### src/rtl/mux_scan_ctrl_pkg.sv
// Shared definitions for the mux scan sequencer: state encodings, channel count, select width.
package mux_scan_ctrl_pkg;

  localparam int MUX_NCH   = 4;
  localparam int MUX_SEL_W = 2;

  typedef enum logic {
    MUX_ST_IDLE = 1'b0,
    MUX_ST_SCAN = 1'b1
  } state_t;

  localparam logic [MUX_SEL_W-1:0] MUX_SEL_LAST = MUX_SEL_W'(MUX_NCH - 1);

endpackage

### src/rtl/mux_dwell_cnt.sv
// Dwell timer: counts 0..DWELL-1 while enabled, flags the last cycle of each dwell with tc.
module mux_dwell_cnt #(
  parameter int DWELL = 4,
  parameter int CNT_W = 3
) (
  input  logic clk,
  input  logic rst,
  input  logic clear,
  input  logic en,
  output logic tc
);

  localparam logic [CNT_W-1:0] CNT_LAST = CNT_W'(DWELL - 1);

  logic [CNT_W-1:0] cnt;

  assign tc = (cnt == CNT_LAST);

  always_ff @(posedge clk) begin
    if (rst || clear) begin
      cnt <= '0;
    end else if (en) begin
      cnt <= tc ? '0 : cnt + CNT_W'(1);
    end
  end

endmodule

### src/rtl/mux_scan_ctrl.sv
// Scan sequencer driving a 4:1 mux select; samples each channel at the end of its dwell and
// publishes a 4-bit frame. Optional MUX_SCAN_PARITY_EN adds a registered frame parity output.
module mux_scan_ctrl
  import mux_scan_ctrl_pkg::*;
#(
  parameter int DWELL = 4,
  parameter int CNT_W = 3
) (
  input  logic                 clk,
  input  logic                 rst,
  input  logic                 start,
  input  logic                 mode,
  input  logic                 stop,
  input  logic                 mux_out,
  output logic [MUX_SEL_W-1:0] sel,
  output logic                 busy,
  output logic [MUX_NCH-1:0]   frame,
  output logic                 frame_valid
`ifdef MUX_SCAN_PARITY_EN
  ,
  output logic                 frame_par
`endif
);

  state_t               state, state_nxt;
  logic [MUX_SEL_W-1:0] sel_nxt;
  logic                 busy_nxt;
  logic [MUX_NCH-1:0]   frame_nxt;
  logic                 frame_valid_nxt;
  logic [MUX_NCH-2:0]   shadow, shadow_nxt;
  logic                 stop_pending, stop_pending_nxt;
  logic                 cnt_clear, cnt_en, tc;

  mux_dwell_cnt #(
    .DWELL (DWELL),
    .CNT_W (CNT_W)
  ) u_dwell_cnt (
    .clk   (clk),
    .rst   (rst),
    .clear (cnt_clear),
    .en    (cnt_en),
    .tc    (tc)
  );

  always_comb begin
    state_nxt        = state;
    sel_nxt          = sel;
    busy_nxt         = busy;
    frame_nxt        = frame;
    frame_valid_nxt  = 1'b0;
    shadow_nxt       = shadow;
    stop_pending_nxt = stop_pending;
    cnt_clear        = 1'b1;
    cnt_en           = 1'b0;
    unique case (state)
      MUX_ST_IDLE: begin
        // A stop arriving together with start forces a single frame.
        if (start) begin
          state_nxt        = MUX_ST_SCAN;
          busy_nxt         = 1'b1;
          sel_nxt          = '0;
          stop_pending_nxt = stop;
        end
      end
      MUX_ST_SCAN: begin
        cnt_clear = 1'b0;
        cnt_en    = 1'b1;
        if (stop) stop_pending_nxt = 1'b1;
        if (tc) begin
          if (sel == MUX_SEL_LAST) begin
            frame_nxt       = {mux_out, shadow};
            frame_valid_nxt = 1'b1;
            sel_nxt         = '0;
            if (!(mode && !stop_pending)) begin
              state_nxt        = MUX_ST_IDLE;
              busy_nxt         = 1'b0;
              stop_pending_nxt = 1'b0;
            end
          end else begin
            case (sel)
              2'd0:    shadow_nxt[0] = mux_out;
              2'd1:    shadow_nxt[1] = mux_out;
              default: shadow_nxt[2] = mux_out;
            endcase
            sel_nxt = sel + 1'b1;
          end
        end
      end
      default: state_nxt = MUX_ST_IDLE;
    endcase
  end

  always_ff @(posedge clk) begin
    if (rst) begin
      state        <= MUX_ST_IDLE;
      sel          <= '0;
      busy         <= 1'b0;
      frame        <= '0;
      frame_valid  <= 1'b0;
      shadow       <= '0;
      stop_pending <= 1'b0;
    end else begin
      state        <= state_nxt;
      sel          <= sel_nxt;
      busy         <= busy_nxt;
      frame        <= frame_nxt;
      frame_valid  <= frame_valid_nxt;
      shadow       <= shadow_nxt;
      stop_pending <= stop_pending_nxt;
    end
  end

`ifdef MUX_SCAN_PARITY_EN
  always_ff @(posedge clk) begin
    if (rst) begin
      frame_par <= 1'b0;
    end else if (frame_valid_nxt) begin
      frame_par <= ^frame_nxt;
    end
  end
`endif

endmodule

### config.mk
export PLATFORM = sky130hd
export DESIGN_NAME = mux_scan_ctrl
export DESIGN_NICKNAME = d
export VERILOG_FILES = /design/src/rtl/mux_scan_ctrl_pkg.sv /design/src/rtl/mux_dwell_cnt.sv /design/src/rtl/mux_scan_ctrl.sv
export SDC_FILE = /design/constraint.sdc
export NUM_CORES = 1
export LEC_CHECK = 0
export ABC_AREA = 1
export CAP_MARGIN = 20
export CELL_PAD_IN_SITES_DETAIL_PLACEMENT = 0
export CELL_PAD_IN_SITES_GLOBAL_PLACEMENT = 1
export CORE_MARGIN = 5
export CORE_UTILIZATION = 32
export DETAILED_ROUTE_END_ITERATION = 8
export PLACE_DENSITY_LB_ADDON = 0.05
export RECOVER_POWER = 50
export SLEW_MARGIN = 20
export SYNTH_ARGS = -nofsm -noshare
export SYNTH_HDL_FRONTEND = slang
export SYNTH_SLANG_ARGS = --single-unit
export TNS_END_PERCENT = 30
### constraint.sdc
create_clock -name clk -period 1.12 [get_ports clk]
set_input_delay 0.112 -clock clk [delete_from_list [all_inputs] [get_ports clk]]
set_output_delay 0.112 -clock clk [all_outputs]
set_load 0.05 [all_outputs]
==> results of run 1 <==
## path summary, 6_finish.rpt
path,slack [ns],end,cells past startpoint
max,0.01,frame[2],6
min,0.45,u_dwell_cnt.cnt[0],1
max reg2reg,0.01,frame[2],6
min reg2reg,0.45,u_dwell_cnt.cnt[0],1
## routing by layer
metal	vias to the layer above	GRT usage
met5	-	0
met4	0	0.0397
met3	2	0.0249
met2	9	0.147
met1	278	0.121
li1	343	-
## sequential cells by signal, indices dropped and copies added, names as in the netlist
register / count
state: 1
stop_pending: 1
frame: 4
busy: 1
frame_valid: 1
sel: 2
u_dwell_cnt.cnt: 3
shadow: 3
## layout make-up
| class | instances | area share |
|---|---|---|
| clock buffers | 4 | 0.0248 |
| inverters | 13 | 0.0460 |
| multi-input cells | 63 | 0.380 |
| flip-flops and latches | 16 | 0.313 |
| well taps | 28 | 0.0331 |
| repair buffers | 22 | 0.203 |
## cells in the final DEF, fill, tap and decap left out, types with 3 or more instances in the layout
cell / instances
clkbuf_2: 5
clkbuf_4: 3
ha_4: 3
nor2_1: 12
clkdlybuf4s50_1: 5
dfxtp_2: 3
nand3_1: 3
buf_4: 8
inv_1: 9
inv_2: 3
o21ai_1: 4
o21ai_0: 3
nand2_1: 16
a21oi_1: 6
dfxtp_1: 11
nor2_2: 4
buf_12: 4
## power by group through the flow
stage / Clock (mW) / Combinational (mW) / Sequential, mW
5_1_grt: 0.353 / 0.106 / 0.590
4_1_cts: 0.334 / 0.105 / 0.588
6_report: 0.323 / 0.0956 / 0.587
2_1_floorplan: 0 / 0.0379 / 0.607
3_5_place_dp: 0 / 0.103 / 0.600
3_3_place_gp: 0 / 0.103 / 0.599
## kinds of logic after synthesis
kind of cell / count (synthesis) / synth area share
simple gates: 43 / 0.279
compound gates: 14 / 0.101
flops: 16 / 0.447
fa+ha+maj: 6 / 0.105
buf+inv: 13 / 0.0681
## metrics by stage
stage	utilization	setup TNS (ns)	cell area, sq um	hold slack [ns]
2_1_floorplan	-	-0.0378	724	0.171
3_3_place_gp	0.477	-0.112	1030	0.411
3_5_place_dp	0.477	-0.424	1030	0.443
4_1_cts	0.496	0	1080	0.453
5_1_grt	0.488	-0.233	1060	0.468
6_report	0.488	0	1060	0.446
## timing repair
| action | 4_1_cts | 5_1_grt |
|---|---|---|
| buffers inserted | 0 | 2 |
| endpoints found under the setup margin | 13 | 11 |
| pin swaps | 3 | 5 |
| gates resized for setup | 4 | 11 |
==> flow_summary.toml, run 1 <==
[synthesis]
syn-num-nets = 104
synthesis.area_sq_um = 717
synth_common_cells = "nand2_1, dfxtp_1, nor2_1"
netlist.area_leader.share = 0.447
synth-edff-count = 0
synth_cell_types = 17
synth_top_cells_by_area = "dfxtp_1, ha_1, nand2_1"
synth-seq-area-share = 0.447
yosys.area.top_type = "dfxtp_1"
synthesis.instances = 92
synthArstFlopShare = 0
syn_avg_cell_area_sq_um = 7.79
synth_flop_cell = "dfxtp_1"
synth.yosys.warnings = 0
ys_ff_latch = 16
yosys.cell_count.top_type = "nand2_1"

[cells_and_area]
fill_cells = 229
final_cells = 146
ff_latch_area_sq_um = 332
areaGrowthSynthToFinish_pct = 47.8
nNetsFinal = 131
drive_gt1_frac = 0.347
antenna_cells = 0
multiInputGateArea_sq_um = 403

[placement]
io_buffers = 13
dp_cells = 140
gp_congestion = 0.749
dpl.hpwl_mm = 1.16
pre_cts_ws_ns = -0.0710

[sta]
period_needed_ns = 1.11
final-max-slew-violation-count = 0
tightest_slew_ns = 0.280
finClkSkew_ns = 0.00756
finalSetupViolCount = 0
period_share = 0.987
rsz0062_at_grt = "yes"
hold_violations = 0
setup_slack_ns = 0.0141
fmax_ghz = 0.904
max_slew_margin = 0.814

[worst_setup_path]
r2r-start = "sel[1]"
max_stage_delay_ns = 0.39
cp_common_cell = "nor2_1"
path_delay_family = "flip-flops"
cp-start-kind = "flop"
critPathRequiredTime_ns = 1.31
path_class = "flop to flop"
cp-startpoint = "sel[1]"
arrival_ns = 1.30
path_cells = "ha_2 -> inv_1 -> nor2_4 -> inv_2 -> nor2_1 -> nor2_1"
crit_buf_inv = 2
end_kind = "flop"
cp_slowest_cell = "dfxtp_4"
critical_path.max_fanout = 5

[clock_tree]
root_buffer = "clkbuf_4"
clock_latency_ns = 0.29
cts_buffers = 3
cts.sinks = 16
clk_pin_slew_ns = 0.10
cts_buffer_depth = 2
cts_htree_levels = 1
cts_tree = "done"
hold_buffers = 0

[global_route]
grt_overflow = 0
grt_pass1_wl_mm = 2.46
grt.total_usage = 0.0938
grt_pass1_vias = 600
grt_max_degree = 10
antenna_found_initial = 0

[floorplan]
die_h_um = 57.3
die_area_sq_um = 3290
start_util = 0.330
core.rowCount = 17
core_sq_um = 2170
die_w_um = 57.3
boundaryPins = 14

[pwr]
comb_power_share = 0.095
p_switching_mw = 0.246
irDropWorstVdd_uv = 484
power_mw = 1.01
power_frac_seq = 0.584
p_leak_nw = 0.441
clkPwrFrac = 0.321
internal-power_mw = 0.759
p_per_area_nw_per_um2 = 949
switching_share = 0.245

[routing]
via_count = 632
highest_layer = "met4"
post_drt_wl_per_cell_um = 9.88
wl_met1_um = 723
ant_nets = 0
drt_first_pass_iters = 2
wl_mm = 1.44
viasPerCell = 4.33
dr_wl_met3_um = 48
wl_met2_um = 651
first_iter_violations = 7
drcViolationCount = 0

[run_status]
status = "completed"

[hold_path]
worstHoldPathType = "flop to flop"
min-delay-start = "u_dwell_cnt.cnt[0]"

[run]
drv_cap = 0
No activity file was read; power rests on OpenSTA's default activity.
==> run 2: changes to the inputs <==
REMOVE_ABC_BUFFERS = 1   (was not set)
==> run 2 against run 1 <==
Critical path depth fell by 1; first-iteration DRC count fell by 43%; routed wire length rose by 2.0%; via count fell by 2.8%; sequential share of layout area rose by 1.3 points.
==> flow_summary.toml, run 2 (same netlist as run 1, synthesis figures left out) <==
[global_route]
grt.total_usage = 0.0980
grt_max_degree = 9
grt_overflow = 0
antenna_found_initial = 0
grt_pass1_vias = 606
grt_pass1_wl_mm = 2.53

[floorplan]
die_w_um = 57.3
die_area_sq_um = 3290
die_h_um = 57.3
start_util = 0.330
core_sq_um = 2170
boundaryPins = 14
core.rowCount = 17

[sta]
rsz0062_at_grt = "yes"
final-max-slew-violation-count = 0
period_share = 0.973
finalSetupViolCount = 0
max_slew_margin = 0.813
fmax_ghz = 0.917
tightest_slew_ns = 0.282
period_needed_ns = 1.09
holdWs_ns = 0.448
setup_slack_ns = 0.0299
finClkSkew_ns = 0.000560
hold_violations = 0

[placement]
pre_cts_ws_ns = -0.0794
gp_congestion = 0.720
io_buffers = 13
place_area_sq_um = 1030
dpl.hpwl_mm = 1.19
dp_cells = 141

[routing]
post_drt_wl_per_cell_um = 10.2
viasPerCell = 4.23
via_count = 614
wl_met1_um = 730
wl_mm = 1.47
drt_first_pass_iters = 3
first_iter_violations = 4
highest_layer = "met4"
wl_met2_um = 684
ant_nets = 0
dr_wl_met3_um = 41
drcViolationCount = 0

[cells_and_area]
final_cells = 145
design_area_sq_um = 1010
nNetsFinal = 131
post-route-util = 0.467
top_register = "frame"
drive_gt1_frac = 0.316
areaGrowthSynthToFinish_pct = 41.4
biggestRegsByFlops = "frame: 4 flops, shadow: 3 flops, u_dwell_cnt.cnt: 3 flops"
layout_common_cells = "nand2_1, nor2_1, dfxtp_1"
antenna_cells = 0
layout_commonest_cell = "nand2_1"
largest_register_ffs = 4

[worst_setup_path]
end_kind = "flop"
max_stage_delay_ns = 0.36
cp_slowest_cell = "dfxtp_2"
critPathRequiredTime_ns = 1.30
r2r-start = "u_dwell_cnt.cnt[0]"
rr_worst_depth = 5
cp-start-kind = "flop"
critical_path.max_fanout = 3
arrival_ns = 1.27
path_cells = "ha_4 -> nand3_4 -> buf_4 -> o21bai_1 -> a21oi_1"
cp-startpoint = "u_dwell_cnt.cnt[0]"
path_class = "flop to flop"

[clock_tree]
cts_htree_levels = 1
clk_pin_slew_ns = 0.09
clock_latency_ns = 0.28
hold_buffers = 0
cts_tree = "done"
cts_buffers = 3
cts_buffer_depth = 2
cts.sinks = 16
root_buffer = "clkbuf_4"

[pwr]
p_leak_nw = 0.437
irDropWorstVdd_uv = 677
p_per_area_nw_per_um2 = 972

[run_status]
status = "completed"

[hold_path]
worstHoldPathType = "flop to flop"
min-delay-start = "u_dwell_cnt.cnt[0]"
whs_path_depth = 1

[run]
drv_cap = 0
run 2: per-stage QoR:
step,TNS [ns],power (mW)
after global routing,-0.303,1.05
final,0,0.985
after CTS,0,1.02
after global placement,-0.155,0.708
after floorplan,-2.79,0.650
after detailed placement,-0.406,0.709
run 2: final cells by class:
cell class | count | area, sq um
inverters | 13 | 48.8
repair buffers | 22 | 200
multi-input cells | 63 | 377
clock buffers | 3 | 22.5
well taps | 28 | 35.0
flip-flops and latches | 16 | 330
fillers | 242 | 1160
run 2: worst max-delay path, delay by kind of cell (launching register included):
family / cells / cell delay (ns)
AND/OR/NAND/NOR: 1 / 0.10
flip-flops: 1 / 0.36
adder cells (fa/ha/maj): 1 / 0.16
AO/OA/AOI/OAI: 2 / 0.20
buffers and inverters: 1 / 0.16
run 2: path summary, 6_finish.rpt:
path / endpoint / slack (ns)
min: u_dwell_cnt.cnt[0] / 0.45
max reg2reg: busy / 0.03
max: busy / 0.03
min reg2reg: u_dwell_cnt.cnt[0] / 0.45
run 2: timing repair:
item | in CTS | in global routing
endpoints found under the setup margin | 13 | 10
resized for setup | 7 | 7
pin swaps | 2 | 1
buffers inserted | 1 | 0
run 2: power breakdown:
group          switching, mW  total [mW]  internal (mW)
combinational         0.0530      0.0973         0.0443
sequential            0.0105       0.586          0.576
clock                  0.176       0.301          0.125
run 2: layer usage:
layer / up-vias / global-route usage
li1: 340 / -
met1: 263 / 0.128
met2: 9 / 0.150
met3: 2 / 0.0226
met5: - / 0
met4: 0 / 0.0497
==> run 3: changes to the inputs <==
REMOVE_ABC_BUFFERS = not set   (was 1)
clock period = 0.9 ns   (was 1.12 ns; I/O delays follow)
==> run 3 against run 2 <==
The run now ends with negative setup slack left; combinational power is 58% higher; total power is 29% higher; worst hold slack worse by 0.0038 ns; largest power group unchanged.
==> flow_summary.toml, run 3 (same netlist as run 1, synthesis figures left out) <==
[run_status]
status = "finished with violations"
violations = "negative setup slack"

[sta]
tightest_slew_ns = 0.161
hold_violations = 0
period_needed_ns = 1.11
finalSetupViolCount = 18
period_share = 1.23
finClkSkew_ns = 0.00590
fmax_ghz = 0.904
setup_slack_ns = -0.206
final-max-slew-violation-count = 0
max_slew_margin = 0.893
rsz0062_at_grt = "yes"

[placement]
dpl.hpwl_mm = 1.24
io_buffers = 13
gp_congestion = 0.749
dp_cells = 143

[clock_tree]
cts_tree = "done"
hold_buffers = 0
root_buffer = "clkbuf_4"
cts_buffers = 3
cts.sinks = 16
clk_pin_slew_ns = 0.09
cts_htree_levels = 1
cts_buffer_depth = 2
clock_latency_ns = 0.28

[routing]
via_count = 662
post_drt_wl_per_cell_um = 10.9
ant_nets = 0
wl_mm = 1.63
drt_first_pass_iters = 2
wl_met1_um = 741
first_iter_violations = 3
drcViolationCount = 0
wl_met2_um = 821
dr_wl_met3_um = 46
highest_layer = "met4"
viasPerCell = 4.41

[cells_and_area]
layout_commonest_cell = "nand2_1"
antenna_cells = 0
largest_register_ffs = 4
final_cells = 150
fill_cells = 207
post-route-util = 0.557
drive_gt1_frac = 0.467
nNetsFinal = 135
top_register = "frame"
areaGrowthSynthToFinish_pct = 68.4
layout_common_cells = "nand2_1, nor2_1, buf_4"
biggestRegsByFlops = "frame: 4 flops, shadow: 3 flops, u_dwell_cnt.cnt: 3 flops"

[hold_path]
min-delay-start = "u_dwell_cnt.cnt[0]"
worstHoldPathType = "flop to flop"
hold_end = "u_dwell_cnt.cnt[0]"
whs_path_depth = 1

[floorplan]
die_h_um = 57.3
boundaryPins = 14
die_w_um = 57.3
core_sq_um = 2170
die_area_sq_um = 3290
start_util = 0.330
core.rowCount = 17

[global_route]
grt_overflow = 0
grt_max_degree = 10
grt_pass1_wl_mm = 2.73
grt.total_usage = 0.109
antenna_found_initial = 0
grt_pass1_vias = 651

[worst_setup_path]
crit_buf_inv = 2
max_stage_delay_ns = 0.38
cp-start-kind = "flop"
rr_endpoint = "shadow[2]"
arrival_ns = 1.33
path_delay_family = "flip-flops"
rr_worst_depth = 6
path_class = "flop to flop"
reg2reg_slack_ns = -0.21
end_kind = "flop"
critical_path.max_fanout = 5
cp_slowest_cell = "dfxtp_4"
path_cells = "buf_4 -> buf_4 -> ha_1 -> nand2_1 -> nand2_1 -> a21oi_1"
r2r-start = "sel[1]"
critPathRequiredTime_ns = 1.12

[pwr]
p_leak_nw = 0.482
p_per_area_nw_per_um2 = 1050
irDropWorstVdd_uv = 764
power_mw = 1.27

[run]
drv_cap = 0
-- run 3: repair_timing --
action / CTS / global route
pin swaps: 1 / 13
setup endpoints to repair: 22 / 23
buffers inserted: 0 / 3
gates resized for setup: 8 / 17
-- run 3: layout make-up --
class	instances	area, sq um	share of cell area
clock buffer	4	26.3	0.0218
multi-input combinational	63	425	0.352
timing repair buffer	26	328	0.272
sequential	16	344	0.285
tap	28	35.0	0.0290
inverter	13	48.8	0.0404
-- run 3: through the flow --
stage | hold slack [ns] | setup TNS [ns] | instance area, sq um | setup slack [ns]
2_1_floorplan | 0.149 | -1.73 | 752 | -0.179
3_3_place_gp | 0.413 | -2.58 | 1080 | -0.221
3_5_place_dp | 0.423 | -2.83 | 1080 | -0.260
4_1_cts | 0.441 | -2.56 | 1130 | -0.183
5_1_grt | 0.466 | -3.97 | 1210 | -0.279
6_report | 0.444 | -2.63 | 1210 | -0.206
-- run 3: report_power, final --
| part | switching [mW] | internal (mW) |
|---|---|---|
| clock network | 0.214 | 0.172 |
| registers | 0.0146 | 0.712 |
| logic | 0.0728 | 0.0809 |
-- run 3: how the worst max path moves through the flow --
stage | start | to | slack [ns] | cells past startpoint
global route | u_dwell_cnt.cnt[0] | frame[0] | -0.28 | 6
detailed placement | u_dwell_cnt.cnt[0] | frame[0] | -0.26 | 6
finish | sel[1] | shadow[2] | -0.21 | 6
global placement | u_dwell_cnt.cnt[0] | frame[0] | -0.22 | 6
floorplan | sel[1] | shadow[0] | -0.18 | 7
CTS | u_dwell_cnt.cnt[1] | frame[0] | -0.18 | 6
-- run 3: layer usage --
layer  up-vias  global-route usage
met3         2              0.0271
met4         0              0.0596
met1       301               0.137
met2         8               0.170
met5         -                   0
li1        351                   -
